`config.mk`:
```
export PLATFORM = sky130hd
export DESIGN_NAME = alu_operand_stage
export DESIGN_NICKNAME = d
export VERILOG_FILES = /design/src/rtl/alu_operand_stage.sv
export SDC_FILE = /design/constraint.sdc
export NUM_CORES = 1
export LEC_CHECK = 0
export CAP_MARGIN = 20
export CORE_MARGIN = 4
export CORE_UTILIZATION = 25
export DETAILED_ROUTE_END_ITERATION = 10
export HOLD_SLACK_MARGIN = 0.03
export PLACE_DENSITY = 0.78
export SLEW_MARGIN = 20
export SYNTH_ARGS = -nofsm -noshare
export SYNTH_HDL_FRONTEND = slang
export SYNTH_SLANG_ARGS = --single-unit
```
`constraint.sdc`:
```
create_clock -name clk -period 2.7 [get_ports clk]
set_input_delay 0.675 -clock clk [delete_from_list [all_inputs] [get_ports clk]]
set_output_delay 0.675 -clock clk [all_outputs]
set_load 0.01 [all_outputs]
```
`src/rtl/alu_operand_stage.sv`:
```
// ID/EX operand stage in front of the ALU. It registers decoded operands,
// the immediate and the ALU control, and supports stall and flush.
// Optional feature macro: ALU_FWD_EN. When it is defined, MEM/WB results are
// forwarded onto alu_ra/alu_rb, and a stalled stage refreshes its stored
// operands from active forwarding hits. When it is undefined, the stored
// registers drive the ALU directly and the mem_*/wb_* inputs are ignored.
module alu_operand_stage #(
  parameter int unsigned DATA_W = 32,
  parameter int unsigned REG_AW = 5
) (
  input  logic              clk,
  input  logic              rst_n,
  input  logic              id_valid,
  output logic              id_ready,
  input  logic [DATA_W-1:0] id_ra_data,
  input  logic [DATA_W-1:0] id_rb_data,
  input  logic [REG_AW-1:0] id_rs_addr,
  input  logic [REG_AW-1:0] id_rt_addr,
  input  logic [DATA_W-1:0] id_imm,
  input  logic              id_use_imm,
  input  logic [3:0]        id_aluc,
  input  logic [REG_AW-1:0] id_wr_addr,
  input  logic              id_wr_en,
  input  logic              ex_stall,
  input  logic              ex_flush,
  input  logic              mem_wr_en,
  input  logic [REG_AW-1:0] mem_wr_addr,
  input  logic [DATA_W-1:0] mem_wr_data,
  input  logic              wb_wr_en,
  input  logic [REG_AW-1:0] wb_wr_addr,
  input  logic [DATA_W-1:0] wb_wr_data,
  output logic [DATA_W-1:0] alu_ra,
  output logic [DATA_W-1:0] alu_rb,
  output logic [3:0]        cu_aluc,
  output logic              ex_valid,
  output logic [REG_AW-1:0] ex_wr_addr,
  output logic              ex_wr_en
);

  logic              valid_q;
  logic [DATA_W-1:0] ra_q;
  logic [DATA_W-1:0] rb_q;
  logic [REG_AW-1:0] rs_q;
  logic [REG_AW-1:0] rt_q;
  logic              b_is_imm_q;
  logic [3:0]        aluc_q;
  logic [REG_AW-1:0] wr_addr_q;
  logic              wr_en_q;

  // Operand values after forwarding, and whether a forward is active
  logic [DATA_W-1:0] fwd_ra;
  logic [DATA_W-1:0] fwd_rb;
  logic              hit_a;
  logic              hit_b;

`ifdef ALU_FWD_EN
  logic mem_hit_a;
  logic wb_hit_a;
  logic mem_hit_b;
  logic wb_hit_b;

  // Hit detection; register 0 is never forwarded, and an immediate B never is
  always_comb begin
    mem_hit_a = mem_wr_en && (mem_wr_addr == rs_q) && (rs_q != '0);
    wb_hit_a  = wb_wr_en && (wb_wr_addr == rs_q) && (rs_q != '0);
    mem_hit_b = mem_wr_en && (mem_wr_addr == rt_q) && (rt_q != '0) && !b_is_imm_q;
    wb_hit_b  = wb_wr_en && (wb_wr_addr == rt_q) && (rt_q != '0) && !b_is_imm_q;
  end

  // Operand muxes: MEM is younger than WB, so MEM wins
  always_comb begin
    fwd_ra = ra_q;
    fwd_rb = rb_q;
    if (mem_hit_a)     fwd_ra = mem_wr_data;
    else if (wb_hit_a) fwd_ra = wb_wr_data;
    if (mem_hit_b)     fwd_rb = mem_wr_data;
    else if (wb_hit_b) fwd_rb = wb_wr_data;
    hit_a = mem_hit_a | wb_hit_a;
    hit_b = mem_hit_b | wb_hit_b;
  end
`else
  logic unused_fwd;

  // Without forwarding the stored registers feed the ALU directly
  always_comb begin
    fwd_ra     = ra_q;
    fwd_rb     = rb_q;
    hit_a      = 1'b0;
    hit_b      = 1'b0;
    unused_fwd = ^{mem_wr_en, mem_wr_addr, mem_wr_data, wb_wr_en, wb_wr_addr, wb_wr_data,
                   rs_q, rt_q, b_is_imm_q};
  end
`endif

  // Stage register: reset > flush > stall (with operand refresh) > capture
  always_ff @(posedge clk) begin
    if (!rst_n || ex_flush) begin
      valid_q    <= 1'b0;
      ra_q       <= '0;
      rb_q       <= '0;
      rs_q       <= '0;
      rt_q       <= '0;
      b_is_imm_q <= 1'b0;
      aluc_q     <= '0;
      wr_addr_q  <= '0;
      wr_en_q    <= 1'b0;
    end else if (ex_stall) begin
      // Latch forwarded values so they survive the producer retiring
      if (hit_a) ra_q <= fwd_ra;
      if (hit_b) rb_q <= fwd_rb;
    end else begin
      valid_q    <= id_valid;
      ra_q       <= id_ra_data;
      rb_q       <= id_use_imm ? id_imm : id_rb_data;
      rs_q       <= id_rs_addr;
      rt_q       <= id_rt_addr;
      b_is_imm_q <= id_use_imm;
      aluc_q     <= id_aluc;
      wr_addr_q  <= id_wr_addr;
      wr_en_q    <= id_wr_en & id_valid;
    end
  end

  assign id_ready   = !ex_stall;
  assign alu_ra     = fwd_ra;
  assign alu_rb     = fwd_rb;
  assign cu_aluc    = aluc_q;
  assign ex_valid   = valid_q;
  assign ex_wr_addr = wr_addr_q;
  assign ex_wr_en   = wr_en_q & valid_q;

endmodule

```
==> results of run 1 <==
## routing by layer
| layer | vias to the layer above | GRT usage | share of wire |
|---|---|---|---|
| met5 | - | 0 | 0 |
| met4 | 0 | 0.0567 | 0.022 |
| met3 | 16 | 0.0345 | 0.059 |
| met2 | 88 | 0.224 | 0.52 |
| li1 | 1348 | - | - |
| met1 | 1297 | 0.139 | 0.40 |
## how the worst max path moves through the flow
stage               depth (start not counted)  slack, ns         end      from
floorplan                                   2       1.08    id_ready  ex_stall
global placement                            4       0.63  alu_rb[28]  ex_flush
detailed placement                          4       0.59  alu_rb[27]     rst_n
CTS                                         3       0.66    id_ready  ex_stall
global route                                2       0.62    ex_wr_en  ex_valid
finish                                      3       0.66    id_ready  ex_stall
## cells by family after synthesis
family / synth area share
buffers and inverters: 0.0707
DFF: 0.469
AOI/OAI and AO/OA: 0.108
and+or+nand+nor: 0.121
muxes: 0.231
## flip-flops by register name (all words and copies together) (netlist names)
register and cells:
alu_rb 32, wr_en_q 1, cu_aluc 4, ex_wr_addr 5, ex_valid 1, alu_ra 32
## power by group
part,total (mW),switching [mW],internal [mW],leakage [nW]
clock network,1.14,0.466,0.670,0.135
registers,1.17,0.0213,1.15,0.612
logic,0.477,0.180,0.297,1.38
## placed cells by master, fill, tap and decap left out
cell type and n:
clkbuf_8 2, nor2b_1 32, clkdlybuf4s50_1 185, a211oi_1 12
clkbuf_16 9, buf_4 5, nand2_1 1, dfxtp_1 75
nand2b_4 1, mux2i_1 74, a21oi_1 1, buf_12 2
a211oi_2 20, inv_2 1, nor2_1 42, and2_1 1
clkinvlp_4 2, buf_2 1, clkinv_2 2, nand3b_1 1
clkbuf_1 1
## metrics by stage
| step | power, mW | cell area (um2) |
|---|---|---|
| finish | 2.78 | 5410 |
| global route | 2.91 | 5410 |
| CTS | 2.83 | 5410 |
| detailed placement | 1.68 | 5130 |
| global placement | 1.66 | 5130 |
| floorplan | 1.41 | 3200 |
## final cells by class
type	instances	area share
clock buffer	12	0.0474
clock inverter	4	0.00462
multi-input combinational	185	0.273
tap	172	0.0398
timing repair buffer	193	0.357
inverter	1	0.000694
sequential	75	0.277
## tightest hold or removal path, delay by kind of cell (launching register included)
family,cells,cell delay [ns]
AOI/OAI and AO/OA,1,0.05
DFF,1,0.31
and+or+nand+nor,1,0.05
==> out/qor.txt, run 1 <==
Hold Crit Class -> flip-flop to flip-flop
origin of the critical flop-to-flop path -> alu_rb[27]
FMAX -> 490 MHz
GRT Total Usage -> 0.126
via count -> 2749
Synth area leader -> dfxtp_1
Nets -> 663
required time of the critical path -> 2.03 ns
WL final -> 9460 um
Final Hold Viols -> 0
RSZ-0062 raised after global routing -> no
Post-Syn Instances -> 284
Synth Flop Type -> dfxtp_1
CTS buffer count -> 9
crit-path cells -> buf_4 -> inv_2 -> clkdlybuf4s50_1
Net Count, Synth -> 482
multi-input logic area -> 1480 um2
CP peak stage delay -> 0.53 ns
drt first pass iters -> 4
WS Path Type -> input port to output port
cts hold-fix bufs -> 0
CP Capture Type -> output port
CTS Sinks -> 75
CP Data Arrival Time -> 1.37 ns
DR iter-0 viols -> 89
run status -> complete, no violations
Register Area -> 1500 um2
Slew @ Worst Pin -> 1.00 ns
TNS Setup -> 0 ns
diodes inserted -> 0
Crit path max-delay family -> buffers and inverters
initial antenna violation count -> 0
max-slew violations -> 0
FF-to-FF setup slack -> 2.00 ns
clock buffer depth -> 2
fin crit period -> 2.04 ns
Rows -> 41
TritonCTS clock tree -> done
gp weighted congestion -> 0.700
clock slew at reported path FFs -> 0.06 ns
fraction of layout cells with a size suffix above 1 -> 0.0957
largest cells by area after synthesis -> dfxtp_1, mux2i_1, a211oi_2
post-place setup slack -> 0.585 ns
die footprint -> 14700 um2
#FFs+latches synth -> 75
Async S/R FF share, synth -> 0
Final Util -> 0.431
reg2reg end -> alu_rb[27]
most numerous cell in the Yosys netlist -> dfxtp_1
CP startpoint kind -> input port
slowest CP cell -> clkdlybuf4s50_1
Finished Layout Cells -> 642
Worst Hold Depth -> 2
Port Buffers -> 187
number of synthesized flops with an enable pin -> 0
largest net degree at the start of global routing -> 77
top cell type's share of synthesized area -> 0.469
worst skew pair latency -> 0.33 ns
Final period util -> 0.756
htree depth -> 3
WL/cell -> 14.7 um
worst relative slew slack -> 0.331
fillcell total -> 1207
Pwr Density -> 514 nW/um2
setup repair bufs after CTS -> 0
grt ovf -> 0
die width -> 121 um
Layout Skew -> 0 ns
Hold Crit Endpoint -> wr_en_q
leakage dissipation -> 2.13 nW
critical path fanouts, max -> 2
Ports -> 274
core area -> 12600 um2
Starting Density -> 0.255
final worst slack -> 0.658 ns
hold slack -> 0.452 ns
Commonest cells post-synth -> dfxtp_1, mux2i_1, nor2_1
Placed Cells -> 626
via/cell ratio -> 4.28
HPWL Detailed -> 7050 um
post-cts resize count -> 0
Buf+Inv Stages, Crit Path -> 3
area grow syn2layout -> 68.9%
clock root buffer master -> clkbuf_16
path depth of the worst reg2reg path -> 2
Distinct cells, synth -> 18
Avg Cell Area, Syn -> 11.3 um2
hold wc startpoint -> wr_en_q
MaxCap Viol Count -> 0
synthesized area -> 3200 um2
sequential fraction of the synthesis area -> 0.469
Final setup viols -> 0
Residual DRC -> 0
first-pass GRT wire length -> 14400 um
die height -> 121 um
vias in the first global route -> 2921
VDD IR max -> 0.224 mV
Yosys warnings -> 0
antenna-violating nets left -> 0
Power figures use the tool's default switching activity.
==> run 2: changes to the inputs <==
--- a/config.mk
+++ b/config.mk
@@ -10,7 +10,7 @@
 export CORE_UTILIZATION = 25
 export DETAILED_ROUTE_END_ITERATION = 10
 export HOLD_SLACK_MARGIN = 0.03
-export PLACE_DENSITY = 0.78
+export PLACE_DENSITY = 0.8
 export SLEW_MARGIN = 20
 export SYNTH_ARGS = -nofsm -noshare
 export SYNTH_HDL_FRONTEND = slang
==> constraint.sdc (replaced) <==
create_clock -name clk -period 1.7 [get_ports clk]
set_input_delay 0.425 -clock clk [delete_from_list [all_inputs] [get_ports clk]]
set_output_delay 0.425 -clock clk [all_outputs]
set_load 0.01 [all_outputs]
==> run 2 against run 1 <==
Effect of this change: utilization increased by 0.62 points; count of clock-buffer cells in the layout stayed put; hold slack improved by 0.014 ns; die area is the same; first-iteration DRC count down 20%; global-route usage is 0.20 points lower; via count fell by 0.25%; register-to-register slack got worse by 0.99 ns; power is 68% higher; critical path type is now flip-flop to output port.
==> out/qor.txt, run 2 (synthesis results as in run 1) <==
run status -> complete, no violations
most frequent cells in the layout -> clkdlybuf4s50_1, dfxtp_1, mux2i_1
fin crit period -> 1.66 ns
Finished Layout Cells -> 643 (+0.16%)
VDD IR max -> 0.386 mV (+72%)
clock slew at reported path FFs -> 0.06 ns (about the same)
CP peak stage delay -> 0.58 ns (+0.05 ns)
FMAX -> 601 MHz
Final Hold Viols -> 0 (unchanged)
WL final -> 9280 um (-1.9%)
TritonCTS clock tree -> done
initial antenna violation count -> 0 (unchanged)
htree depth -> 3 (unchanged)
HPWL Detailed -> 6820 um (-3.2%)
crit-path cells -> clkdlybuf4s50_1
antenna-violating nets left -> 0 (unchanged)
worst relative slew slack -> 0.683 (+0.352)
vias in the first global route -> 2900 (-0.72%)
cts hold-fix bufs -> 0 (unchanged)
Layout Skew -> 0 ns (unchanged)
Residual DRC -> 0 (unchanged)
GRT Total Usage -> 0.124 (-0.00203)
Placed Cells -> 627 (+0.16%)
Hold Crit Class -> flip-flop to flip-flop
TNS Setup -> 0 ns (unchanged)
Final setup viols -> 0 (unchanged)
gp weighted congestion -> 0.713 (+1.8%)
fraction of layout cells with a size suffix above 1 -> 0.0977 (+0.00192)
die height -> 121 um (unchanged)
CP startpoint kind -> flip-flop
via/cell ratio -> 4.26 (-0.41%)
diodes inserted -> 0 (unchanged)
Ports -> 274 (unchanged)
MaxCap Viol Count -> 0 (unchanged)
grt ovf -> 0 (unchanged)
area grow syn2layout -> 71.4%
Rows -> 41 (unchanged)
required time of the critical path -> 1.27 ns (-0.76 ns)
slowest CP cell -> clkdlybuf4s50_1
CP Data Arrival Time -> 1.24 ns (-0.13 ns)
CTS buffer count -> 9 (unchanged)
Starting Density -> 0.255 (unchanged)
max-slew violations -> 0 (unchanged)
Slew @ Worst Pin -> 0.476 ns (-0.528 ns)
clock root buffer master -> clkbuf_16
die footprint -> 14700 um2 (unchanged)
WS Path Type -> flip-flop to output port
largest net degree at the start of global routing -> 77 (unchanged)
leakage dissipation -> 2.17 nW (+2.2%)
Buf+Inv Stages, Crit Path -> 1 (-2)
via count -> 2742 (-0.25%)
first-pass GRT wire length -> 14400 um (about the same)
Crit path max-delay family -> buffers and inverters
Port Buffers -> 187 (unchanged)
Pwr Density -> 853 nW/um2 (+66%)
Nets -> 664 (+0.15%)
CTS Sinks -> 75 (unchanged)
most common cell after layout, fill and taps aside -> clkdlybuf4s50_1
Final period util -> 0.978
WL/cell -> 14.4 um (-2.0%)
drt first pass iters -> 4 (unchanged)
CP Capture Type -> output port
die width -> 121 um (unchanged)
worst skew pair latency -> 0.32 ns (about the same)
DR iter-0 viols -> 71 (-20%)
RSZ-0062 raised after global routing -> no
core area -> 12600 um2 (unchanged)
clock buffer depth -> 2 (unchanged)
critical path fanouts, max -> 2 (unchanged)
-- run 2: per-layer routing --
metal,wire length (um),share of wire,up-vias,GRT usage
met5,0,0,-,0
met4,154,0.017,0,0.0539
met3,479,0.052,10,0.0238
met2,4850,0.52,86,0.219
met1,3800,0.41,1297,0.145
li1,-,-,1349,-
-- run 2: cell type report --
cell class	count	area, um2
fill	1168	7080
sequential	75	1500
clock inverter	4	72.6
timing repair buffer	194	1960
multi-input combinational	185	1480
inverter	1	3.75
tap	172	215
clock buffer	12	256
-- run 2: worst paths after layout --
check	from	endpoint	slack, ns	depth (start not counted)
max	alu_rb[4]	alu_rb[4]	0.04	1
min	wr_en_q	wr_en_q	0.47	2
max reg2reg	alu_rb[30]	alu_rb[30]	1.01	2
min reg2reg	wr_en_q	wr_en_q	0.47	2
-- run 2: power by group --
part / switching [mW] / leakage [nW] / internal [mW]
clock: 0.701 / 0.159 / 1.36
sequential: 0.0337 / 0.612 / 1.83
combinational: 0.284 / 1.40 / 0.476
-- run 2: timing repair --
action / in CTS / in global routing
setup endpoints to repair: 2 / 0
resized for setup: 2 / 0
buffers inserted: 0 / 0
-- run 2: through the flow --
stage               instance area (um2)  hold WS, ns  setup slack [ns]  utilization  total power [mW]
global placement                   5160        0.450             0.128        0.411              2.65
floorplan                          3200        0.427             0.560            -              2.24
finish                             5490        0.466            0.0368        0.437              4.68
CTS                                5490        0.468            0.0162        0.437              4.77
global route                       5490        0.479           0.00131        0.437              4.89
detailed placement                 5160        0.461            0.0679        0.411              2.66
==> run 3: changes to the inputs <==
--- a/config.mk
+++ b/config.mk
@@ -11,6 +11,7 @@
 export DETAILED_ROUTE_END_ITERATION = 10
 export HOLD_SLACK_MARGIN = 0.03
 export PLACE_DENSITY = 0.8
+export SETUP_SLACK_MARGIN = 0.4
 export SLEW_MARGIN = 20
 export SYNTH_ARGS = -nofsm -noshare
 export SYNTH_HDL_FRONTEND = slang
==> run 3 against run 2 <==
Effect of this change: count of clock-buffer cells in the layout did not move; largest power group unchanged; combinational power decreased by 7.4%; final cell count grew 0.16%; sequential share of layout area grew 2.0 points; worst setup slack better by 0.35 ns; critical path depth increased by 1; design area down 6.1%; first-iteration DRC count fell by 2.8%.
==> out/qor.txt, run 3 (synthesis results as in run 1) <==
run status -> complete, no violations
Ports -> 274 (unchanged)
worst relative slew slack -> 0.673 (-0.00949)
fraction of layout cells with a size suffix above 1 -> 0.284 (+0.186)
Crit path max-delay family -> flip-flops
max-slew violations -> 0 (unchanged)
MaxCap Viol Count -> 0 (unchanged)
critical path fanouts, max -> 2 (unchanged)
via/cell ratio -> 4.27 (about the same)
Hold Crit Class -> flip-flop to flip-flop
FF-to-FF setup slack -> 1.01 ns (about the same)
Nets -> 665 (+0.15%)
grt ovf -> 0 (unchanged)
Residual DRC -> 0 (unchanged)
most common cell after layout, fill and taps aside -> clkdlybuf4s50_1
CTS Sinks -> 75 (unchanged)
Critical Path Start -> wr_en_q
via count -> 2749 (+0.26%)
WS Path Type -> flip-flop to output port
clock buffer depth -> 2 (unchanged)
leakage dissipation -> 2.32 nW (+6.5%)
gp weighted congestion -> 0.713 (unchanged)
CTS buffer count -> 9 (unchanged)
drt first pass iters -> 4 (unchanged)
fillcell total -> 1230 (+5.3%)
WL/cell -> 14.5 um (+0.65%)
area grow syn2layout -> 60.9%
antenna-violating nets left -> 0 (unchanged)
CP startpoint kind -> flip-flop
final worst slack -> 0.383 ns (+0.346 ns)
Pwr Density -> 898 nW/um2 (+5.3%)
clock root buffer master -> clkbuf_16
largest net degree at the start of global routing -> 77 (unchanged)
die width -> 121 um (unchanged)
origin of the critical flop-to-flop path -> alu_rb[30]
core area -> 12600 um2 (unchanged)
hold slack -> 0.462 ns (-0.00344 ns)
slowest CP cell -> dfxtp_2
first-pass GRT wire length -> 14500 um (+0.58%)
cts hold-fix bufs -> 0 (unchanged)
CP peak stage delay -> 0.32 ns (-0.26 ns)
Slew @ Worst Pin -> 0.490 ns (+0.0142 ns)
Finished Cell Area -> 5150 um2 (-6.1%)
FMAX -> 759 MHz (+26%)
die height -> 121 um (unchanged)
VDD IR max -> 0.386 mV (about the same)
Port Buffers -> 187 (unchanged)
crit-path cells -> and2_4 -> buf_6
clock slew at reported path FFs -> 0.05 ns (about the same)
GRT Total Usage -> 0.124 (+0.000393)
DR iter-0 viols -> 69 (-2.8%)
most frequent cells in the layout -> clkdlybuf4s50_1, buf_2, mux2i_1
Starting Density -> 0.255 (unchanged)
initial antenna violation count -> 0 (unchanged)
Buf+Inv Stages, Crit Path -> 1 (unchanged)
post-place setup slack -> 0.0679 ns (unchanged)
TritonCTS clock tree -> done
Rows -> 41 (unchanged)
diodes inserted -> 0 (unchanged)
Stages on worst setup path -> 2 (+1)
Final Util -> 0.410 (-0.0267)
die footprint -> 14700 um2 (unchanged)
Final setup viols -> 0 (unchanged)
fin crit period -> 1.32 ns (-0.346 ns)
path depth of the worst reg2reg path -> 2 (unchanged)
CP Capture Type -> output port
Register Area -> 1510 um2 (+0.75%)
htree depth -> 3 (unchanged)
Layout Skew -> 0 ns (unchanged)
required time of the critical path -> 1.27 ns (about the same)
placed instance area -> 5160 um2 (unchanged)
Final period util -> 0.775 (-0.203)
multi-input logic area -> 1490 um2 (+0.85%)
Worst Setup EP -> ex_wr_en
Final Hold Viols -> 0 (unchanged)
HPWL Detailed -> 6820 um (unchanged)
reg2reg end -> alu_rb[30]
TNS Setup -> 0 ns (unchanged)
vias in the first global route -> 2884 (-0.55%)
worst skew pair latency -> 0.32 ns (about the same)
RSZ-0062 raised after global routing -> yes
CP Data Arrival Time -> 0.89 ns (-0.35 ns)
WL final -> 9350 um (+0.81%)
==> run 3: per-layer routing <==
| layer | up-vias | track usage | wire length [um] |
|---|---|---|---|
| li1 | 1356 | - | - |
| met1 | 1297 | 0.148 | 3900 |
| met2 | 86 | 0.219 | 4870 |
| met3 | 10 | 0.0205 | 440 |
| met4 | 0 | 0.0539 | 150 |
| met5 | - | 0 | 0 |
==> run 3: how the worst min path moves through the flow <==
stage,endpoint,startpoint,depth (start not counted)
finish,wr_en_q,wr_en_q,2
detailed placement,wr_en_q,wr_en_q,2
CTS,wr_en_q,wr_en_q,2
global placement,wr_en_q,wr_en_q,2
global route,wr_en_q,wr_en_q,2
floorplan,wr_en_q,wr_en_q,2
==> run 3: repair_timing <==
item                       CTS  global route
setup endpoints to repair   76             6
pin swaps                    0             1
buffers inserted             0             1
resized for setup          306             9
hold endpoints to repair     0             0
==> run 3: tightest hold or removal path, cell delays in order, from the launching register on <==
cell     delay [ns]
dfxtp_2        0.32
nand2_1        0.05
a21oi_1        0.05
==> run 3: cell type report <==
class	instances	area share
multi-input combinational	185	0.289
inverter	1	0.000728
clock inverter	4	0.0141
timing repair buffer	195	0.311
tap	172	0.0418
clock buffer	12	0.0498
sequential	75	0.294
==> run 3: metrics by stage <==
| stage | std cells | total power [mW] |
|---|---|---|
| CTS | 643 | 4.70 |
| floorplan | 284 | 2.24 |
| global placement | 627 | 2.65 |
| finish | 644 | 4.63 |
| global route | 644 | 4.83 |
| detailed placement | 627 | 2.66 |
==> run 3: power by group <==
group          total, mW  switching, mW  internal (mW)  leakage, nW
registers           1.86         0.0315           1.83        0.616
clock network       2.07          0.703           1.36        0.159
logic              0.705          0.288          0.417         1.54
total               4.63           1.02           3.61         2.32
